<file path="config.mk">
export PLATFORM = sky130hd
export DESIGN_NAME = mem_arbiter
export DESIGN_NICKNAME = d
export VERILOG_FILES = /design/src/rtl/mem_arbiter.sv
export SDC_FILE = /design/constraint.sdc
export NUM_CORES = 1
export LEC_CHECK = 0
export CORE_MARGIN = 1
export CORE_UTILIZATION = 39
export DETAILED_ROUTE_END_ITERATION = 6
export GPL_TIMING_DRIVEN = 0
export PLACE_DENSITY = 0.75
export REMOVE_ABC_BUFFERS = 1
export SETUP_SLACK_MARGIN = 0.5
export SLEW_MARGIN = 25
export SYNTH_ARGS = -nofsm -noshare
export SYNTH_HDL_FRONTEND = slang
export SYNTH_SLANG_ARGS = --single-unit
export TNS_END_PERCENT = 30
</file>
<file path="constraint.sdc">
create_clock -name clk -period 3.4 [get_ports clk]
set_input_delay 0.85 -clock clk [delete_from_list [all_inputs] [get_ports clk]]
set_output_delay 0.85 -clock clk [all_outputs]
set_load 0.05 [all_outputs]
</file>
<file path="src/rtl/mem_arbiter.sv">
// Single-port memory arbiter between the fetch (IF) and load/store (DM) ports.
// Each access: fixed wait states with mem_ce asserted, then a one-cycle ack.
module mem_arbiter #(
  parameter int ADDR_W      = 32,
  parameter int DATA_W      = 32,
  parameter int WAIT_CYCLES = 1,
  parameter int MAX_DM_RUN  = 4
) (
  input  logic              clk,
  input  logic              rst,
  input  logic              if_req,
  input  logic [ADDR_W-1:0] if_addr,
  output logic [DATA_W-1:0] if_rdata,
  output logic              if_ack,
  input  logic              dm_req,
  input  logic              dm_we,
  input  logic [3:0]        dm_sel,
  input  logic [ADDR_W-1:0] dm_addr,
  input  logic [DATA_W-1:0] dm_wdata,
  output logic [DATA_W-1:0] dm_rdata,
  output logic              dm_ack,
  output logic              mem_ce,
  output logic              mem_we,
  output logic [3:0]        mem_sel,
  output logic [ADDR_W-1:0] mem_addr,
  output logic [DATA_W-1:0] mem_wdata,
  input  logic [DATA_W-1:0] mem_rdata,
  output logic              stall_req
);

  typedef enum logic [1:0] {
    IDLE   = 2'd0,
    ACCESS = 2'd1,
    RESP   = 2'd2
  } state_e;

  localparam logic [3:0] WAIT_LAST = 4'(WAIT_CYCLES - 1);
  localparam logic [3:0] RUN_MAX   = 4'(MAX_DM_RUN);

  state_e              state_q, state_d;
  logic [3:0]          wait_q, wait_d;
  logic [3:0]          run_q, run_d;
  logic                owner_dm_q, owner_dm_d;
  logic                mem_ce_q, mem_ce_d;
  logic                mem_we_q, mem_we_d;
  logic [3:0]          mem_sel_q, mem_sel_d;
  logic [ADDR_W-1:0]   mem_addr_q, mem_addr_d;
  logic [DATA_W-1:0]   mem_wdata_q, mem_wdata_d;
  logic [DATA_W-1:0]   if_rdata_q, if_rdata_d;
  logic [DATA_W-1:0]   dm_rdata_q, dm_rdata_d;
  logic                if_ack_q, if_ack_d;
  logic                dm_ack_q, dm_ack_d;

  // State and output registers; reset abandons any access in flight.
  always_ff @(posedge clk or negedge rst) begin
    if (!rst) begin
      state_q     <= IDLE;
      wait_q      <= 4'd0;
      run_q       <= 4'd0;
      owner_dm_q  <= 1'b0;
      mem_ce_q    <= 1'b0;
      mem_we_q    <= 1'b0;
      mem_sel_q   <= 4'd0;
      mem_addr_q  <= '0;
      mem_wdata_q <= '0;
      if_rdata_q  <= '0;
      dm_rdata_q  <= '0;
      if_ack_q    <= 1'b0;
      dm_ack_q    <= 1'b0;
    end else begin
      state_q     <= state_d;
      wait_q      <= wait_d;
      run_q       <= run_d;
      owner_dm_q  <= owner_dm_d;
      mem_ce_q    <= mem_ce_d;
      mem_we_q    <= mem_we_d;
      mem_sel_q   <= mem_sel_d;
      mem_addr_q  <= mem_addr_d;
      mem_wdata_q <= mem_wdata_d;
      if_rdata_q  <= if_rdata_d;
      dm_rdata_q  <= dm_rdata_d;
      if_ack_q    <= if_ack_d;
      dm_ack_q    <= dm_ack_d;
    end
  end

  // Arbitration, wait-state sequencing and read-data capture.
  always_comb begin
    state_d     = state_q;
    wait_d      = wait_q;
    run_d       = run_q;
    owner_dm_d  = owner_dm_q;
    mem_ce_d    = mem_ce_q;
    mem_we_d    = mem_we_q;
    mem_sel_d   = mem_sel_q;
    mem_addr_d  = mem_addr_q;
    mem_wdata_d = mem_wdata_q;
    if_rdata_d  = if_rdata_q;
    dm_rdata_d  = dm_rdata_q;
    if_ack_d    = 1'b0;
    dm_ack_d    = 1'b0;

    case (state_q)
      IDLE: begin
        wait_d = 4'd0;
        // DM has priority until it has won RUN_MAX times in a row over a waiting fetch.
        if (dm_req && (!if_req || (run_q < RUN_MAX))) begin
          owner_dm_d  = 1'b1;
          run_d       = if_req ? (run_q + 4'd1) : 4'd0;
          mem_ce_d    = 1'b1;
          mem_we_d    = dm_we;
          mem_sel_d   = dm_sel;
          mem_addr_d  = dm_addr;
          mem_wdata_d = dm_wdata;
          state_d     = ACCESS;
        end else if (if_req) begin
          owner_dm_d  = 1'b0;
          run_d       = 4'd0;
          mem_ce_d    = 1'b1;
          mem_we_d    = 1'b0;
          mem_sel_d   = 4'hF;
          mem_addr_d  = if_addr;
          mem_wdata_d = '0;
          state_d     = ACCESS;
        end else begin
          state_d = IDLE;
        end
      end
      ACCESS: begin
        if (wait_q == WAIT_LAST) begin
          wait_d   = 4'd0;
          mem_ce_d = 1'b0;
          mem_we_d = 1'b0;
          state_d  = RESP;
          if (owner_dm_q) begin
            dm_ack_d = 1'b1;
            if (!mem_we_q) begin
              dm_rdata_d = mem_rdata;
            end else begin
              dm_rdata_d = dm_rdata_q;
            end
          end else begin
            if_ack_d   = 1'b1;
            if_rdata_d = mem_rdata;
          end
        end else begin
          wait_d = wait_q + 4'd1;
        end
      end
      RESP: begin
        state_d = IDLE;
      end
      default: begin
        state_d  = IDLE;
        mem_ce_d = 1'b0;
        mem_we_d = 1'b0;
      end
    endcase
  end

  assign if_rdata  = if_rdata_q;
  assign if_ack    = if_ack_q;
  assign dm_rdata  = dm_rdata_q;
  assign dm_ack    = dm_ack_q;
  assign mem_ce    = mem_ce_q;
  assign mem_we    = mem_we_q;
  assign mem_sel   = mem_sel_q;
  assign mem_addr  = mem_addr_q;
  assign mem_wdata = mem_wdata_q;
  // Held low during reset so every output reads 0 while rst is asserted.
  assign stall_req = rst & ((if_req & ~if_ack_q) | (dm_req & ~dm_ack_q));

endmodule

</file>
---- Word-level counts from Yosys, hierarchy flattened ----
Index checks and enable logic that the tools add are counted.
operators by class
  bitwise gates (word level) .............. 9
  reduce and logical (&&, ||, !) cells .... 11
  multiplexer cells ....................... 29
  $add $sub $neg .......................... 2
  equality and inequality tests ........... 4
  order comparisons ....................... 1
operators with widths
  cell                                                                   count
  32-bit 2-to-1 mux                                                      4
  4-bit 2-to-1 mux                                                       6
  1-bit 2-to-1 mux                                                       14
  4-bit by 1-bit adder with 4-bit output (second input constant)         2
  4-bit one-hot mux with 2 select lines                                  1
  1-bit one-hot mux with 3 select lines                                  2
  3-bit AND reduction                                                    2
  1-bit inverter                                                         5
  4-bit zero test                                                        1
  4-bit by 3-bit < comparator with 1-bit output (second input constant)  1
  2-bit one-hot mux with 2 select lines                                  1
  4-bit AND reduction                                                    1
  2-bit nonzero test                                                     2
  1-bit bitwise AND                                                      3
  3-bit != test (second input constant)                                  1
  2-bit by 1-bit == test with 1-bit output (second input constant)       1
  2-bit == test (second input constant)                                  1
  2-bit zero test                                                        1
  2-bit 2-to-1 mux                                                       1
  2-bit != test (second input constant)                                  1
  2-bit AND reduction                                                    1
  1-bit logical AND                                                      1
  1-bit zero test                                                        1
  1-bit logical OR                                                       1
  1-bit bitwise OR                                                       1
word-level totals
  word-level logic and storage cells ...... 69
  input bits .............................. 137
  flip-flop bits (word level) ............. 147
  output and inout bits ................... 137

---- Longest topological paths before layout ----
  word-level depth ........................ 5
  depth in mapped cells ................... 6
  mapped depth without buffers ............ 5

---- Worst setup path before layout ----
No wires, ideal clock.
  kind .................................... in2out
  start point ............................. input dm_req
  end point ............................... output stall_req
  data arrival time ....................... 1.660 ns
  slack ................................... 0.890 ns
  buffers on the path ..................... 1
  stages .................................. 4
  required time ........................... 2.550 ns
  cells stage by stage .................... clkbuf_1 -> inv_1 -> o22ai_1 -> and2_1
on the way
  longest elaborated chain between the ends .. 3
RTL lines
  element            RTL line  text
  start, declared    15        input logic dm_req,
  1-bit bitwise AND  171       assign stall_req = rst & ((if_req & ~if_ack_q) | (dm_req & ~dm_ack_q));
  1-bit bitwise OR   171
  1-bit bitwise AND  171
  end, declared      28        output logic stall_req
Every way passes these cells.

---- Final worst setup path ----
Ends and elaborated chain as after synthesis.

==> flow_summary_export.csv <==
group,metric,value,unit
sta,hold_viol,0,
final_layout,finalNetCount,911,
logic_synthesis,synth_area_per_cell,12.0,um^2
logic_synthesis,yosys_warnings,0,
global_routing,antenna_found_initial,0,
clock_tree,cts_tree,"built",
sta,max_freq,0.359,GHz
global_routing,grt.total_usage,23.4,%
logic_synthesis,seq_area_frac_synth,59.1,%
power,power_density,1210,nW/um^2
routing,wl_met3,1720,um
routing,drtPass1Iterations,4,
power,vdd_drop_max,0.000785,V
placement,portBuffers,273,
critical_path,crit_slowest_cell,"buf_4",
critical_path,path_class,"input pin to output pin",
clock_tree,htreeDepth,4,
final_layout,regArea,3680,um^2
placement,dpl.cell_count,963,
routing,avgRoutedWirePerCell,18.7,um
floorplanning,rows,45,
global_routing,grt_pass1_vias,5776,
worst_hold_path,hold_path_class,"input pin to async pin",
clock_tree,cts_buffers,17,
critical_path,arrival,1.94,ns
placement,hpwl,12800,um
clock_tree,cts_sinks,147,
power,power.leakage,3.94,nW
clock_tree,worstSkewPairLatency,0.41,ns
routing,highest_layer,"met4",
sta,finClkSkew,0.00772,ns
routing,drc,0,
final_layout,area_delta_synth_final,58.7,%
final_layout,fin_cells,993,
power,power,0.0119,W
routing,drt-met1-wl,7350,um
logic_synthesis,synth_area,6220,um^2
clock_tree,cts_hold_buf,0,
logic_synthesis,synth_area_leaders,"dfrtp_1 59%, mux2_2 8.0%, nand3_1 5.5%",
sta,worstMarginPinSlew,0.783,ns
critical_path,cp_num_buf_inv,3,
sta,post-route-min-period,2.79,ns
placement,gp_congestion,0.752,
critical_path,required,2.55,ns
sta,setup-violations-final,0,
logic_synthesis,yosys.area.top_type,"dfrtp_1",
floorplanning,core_area,15400,um^2
final_layout,final_util,64.2,%
critical_path,r2r-start,"wait_q[0]",
logic_synthesis,synthCells,518,
sta,holdWs,0.364,ns
logic_synthesis,synth_commonest_cells,"147 x dfrtp_1, 68 x nand3_1, 44 x mux2_2",
floorplanning,ios,274,
logic_synthesis,synth_flop_cell,"dfrtp_1",
logic_synthesis,synth_most_common_cell,"dfrtp_1",
floorplanning,dieArea,16500,um^2
sta,rsz0062_at_grt,"true",
routing,drt.antenna.violating_nets,0,
final_layout,insertedDiodeCount,0,
routing,met2WireLength,9050,um
floorplanning,fp.dieW,128,um
logic_synthesis,ys_ff_latch,147,
global_routing,grt_max_degree,88,
routing,dr.first_iter.drc_count,234,
sta,relSlewSlack,47.6,%
clock_tree,clk_pin_slew,0.06,ns
critical_path,critPathMaxStageDelay,0.37,ns
critical_path,path_cells,"buf_4, inv_1, o22ai_1, and2_1, clkdlybuf4s15_2",
clock_tree,cts_buffer_depth,2,
routing,vias,5424,
logic_synthesis,async_flop_share,100,%
logic_synthesis,synth_edf_count,0,
logic_synthesis,synth.distinct_cells,36,
sta,slew_viol_final,0,
final_layout,drive_gt1_share,12.5,%
job,drv_cap,0,
critical_path,critPathLaunch,"dm_req",
critical_path,path_max_fanout,39,
global_routing,grt.overflow.total,0,
run_status,outcome,"complete, no violations",
critical_path,critPathTopFamily,"buffers and inverters",
global_routing,grt_first_pass_wirelength,29800,um
final_layout,n_fill_cell,1190,
logic_synthesis,synth_top_area_share,59.1,%
floorplanning,die_h,128,um
critical_path,r2r_setup_slack,1.06,ns
routing,via_per_inst,5.46,
routing,finalWirelength,18500,um
critical_path,critPathLaunchType,"input pin",
floorplanning,initial_core_util,40.5,%
sta,timing.final.crit_share,82.0,%
final_layout,multi_input_area,2350,um^2
clock_tree,postCtsSetupBuffers,0,
critical_path,end_kind,"output pin",
clock_tree,root_buffer,"clkbuf_16",
sta,fin_tns_setup,0,ns
layout by cell type, fill, tap and decap left out, types with 4 or more instances in the layout:
master	netlist	layout
o211ai_1	32	32
dfrtp_1	147	147
inv_1	5	5
nor3_1	4	4
nand3_1	68	68
nand2_1	8	6
clkbuf_16	0	17
o2bb2ai_1	33	33
nand4_1	32	32
buf_16	0	5
mux2_2	44	44
o21ai_0	41	41
clkdlybuf4s50_1	0	269
a2bb2oi_1	4	4
bufinv_16	0	4
buf_6	0	4
mux2_1	20	20
worst paths after layout:
path | endpoint | depth (start not counted)
min in group clk | if_rdata[16] | 1
min | mem_addr[15] | 1
max | stall_req | 5
max reg2reg | if_rdata[2] | 7
max in group asynchronous | mem_wdata[3] | 2
min reg2reg | if_rdata[16] | 1
cell families after synthesis:
| family | count (synthesis) | share of synthesized area, % |
|---|---|---|
| multiplexers | 64 | 11.6 |
| flip-flops | 147 | 59.1 |
| adder cells (fa/ha/maj) | 3 | 0.603 |
| buffers and inverters | 55 | 3.64 |
| AND/OR/NAND/NOR | 132 | 11.8 |
| AO/OA/AOI/OAI | 117 | 13.3 |
flip-flops by register name, indices dropped and copies added (netlist names):
name / cells
dm_rdata: 32
if_rdata: 32
mem_addr: 32
mem_wdata: 32
mem_sel: 4
run_q: 4
wait_q: 4
state_q: 2
dm_ack: 1
if_ack: 1
mem_ce: 1
mem_we: 1
owner_dm_q: 1
timing repair:
item | CTS | global route
gates cloned | 0 | 0
resized for setup | 5 | 2
endpoints found under the hold margin | 0 | 0
pin swaps | 0 | 0
endpoints found under the setup margin | 37 | 2
per-stage QoR:
| stage | instance area (um^2) | setup WS [ns] |
|---|---|---|
| 6_report | 9880 | 0.614 |
| 5_1_grt | 9880 | 0.469 |
| 4_1_cts | 9880 | 0.529 |
| 3_5_place_dp | 9260 | -0.177 |
| 3_3_place_gp | 9010 | -4.78 |
| 2_1_floorplan | 6010 | -0.839 |
layer usage:
layer	global-route usage [%]	vias up
li1	-	2446
met1	26.7	2685
met2	40.1	258
met3	8.26	35
met4	9.20	0
met5	0	-
layout make-up:
| type | count | share of cell area, % |
|---|---|---|
| repair buffers | 284 | 29.9 |
| clock buffers | 21 | 4.66 |
| well taps | 211 | 2.67 |
| flip-flops and latches | 147 | 37.2 |
| clock inverters | 9 | 1.57 |
| inverters | 5 | 0.190 |
| multi-input cells | 316 | 23.8 |
report_power, final:
group	internal, W	switching (W)	total [W]
clock	0.00126	0.000697	0.00196
sequential	0.00261	0.000482	0.00309
combinational	0.00245	0.00444	0.00689
total	0.00632	0.00562	0.0119
(Power assumes the default switching activity.)
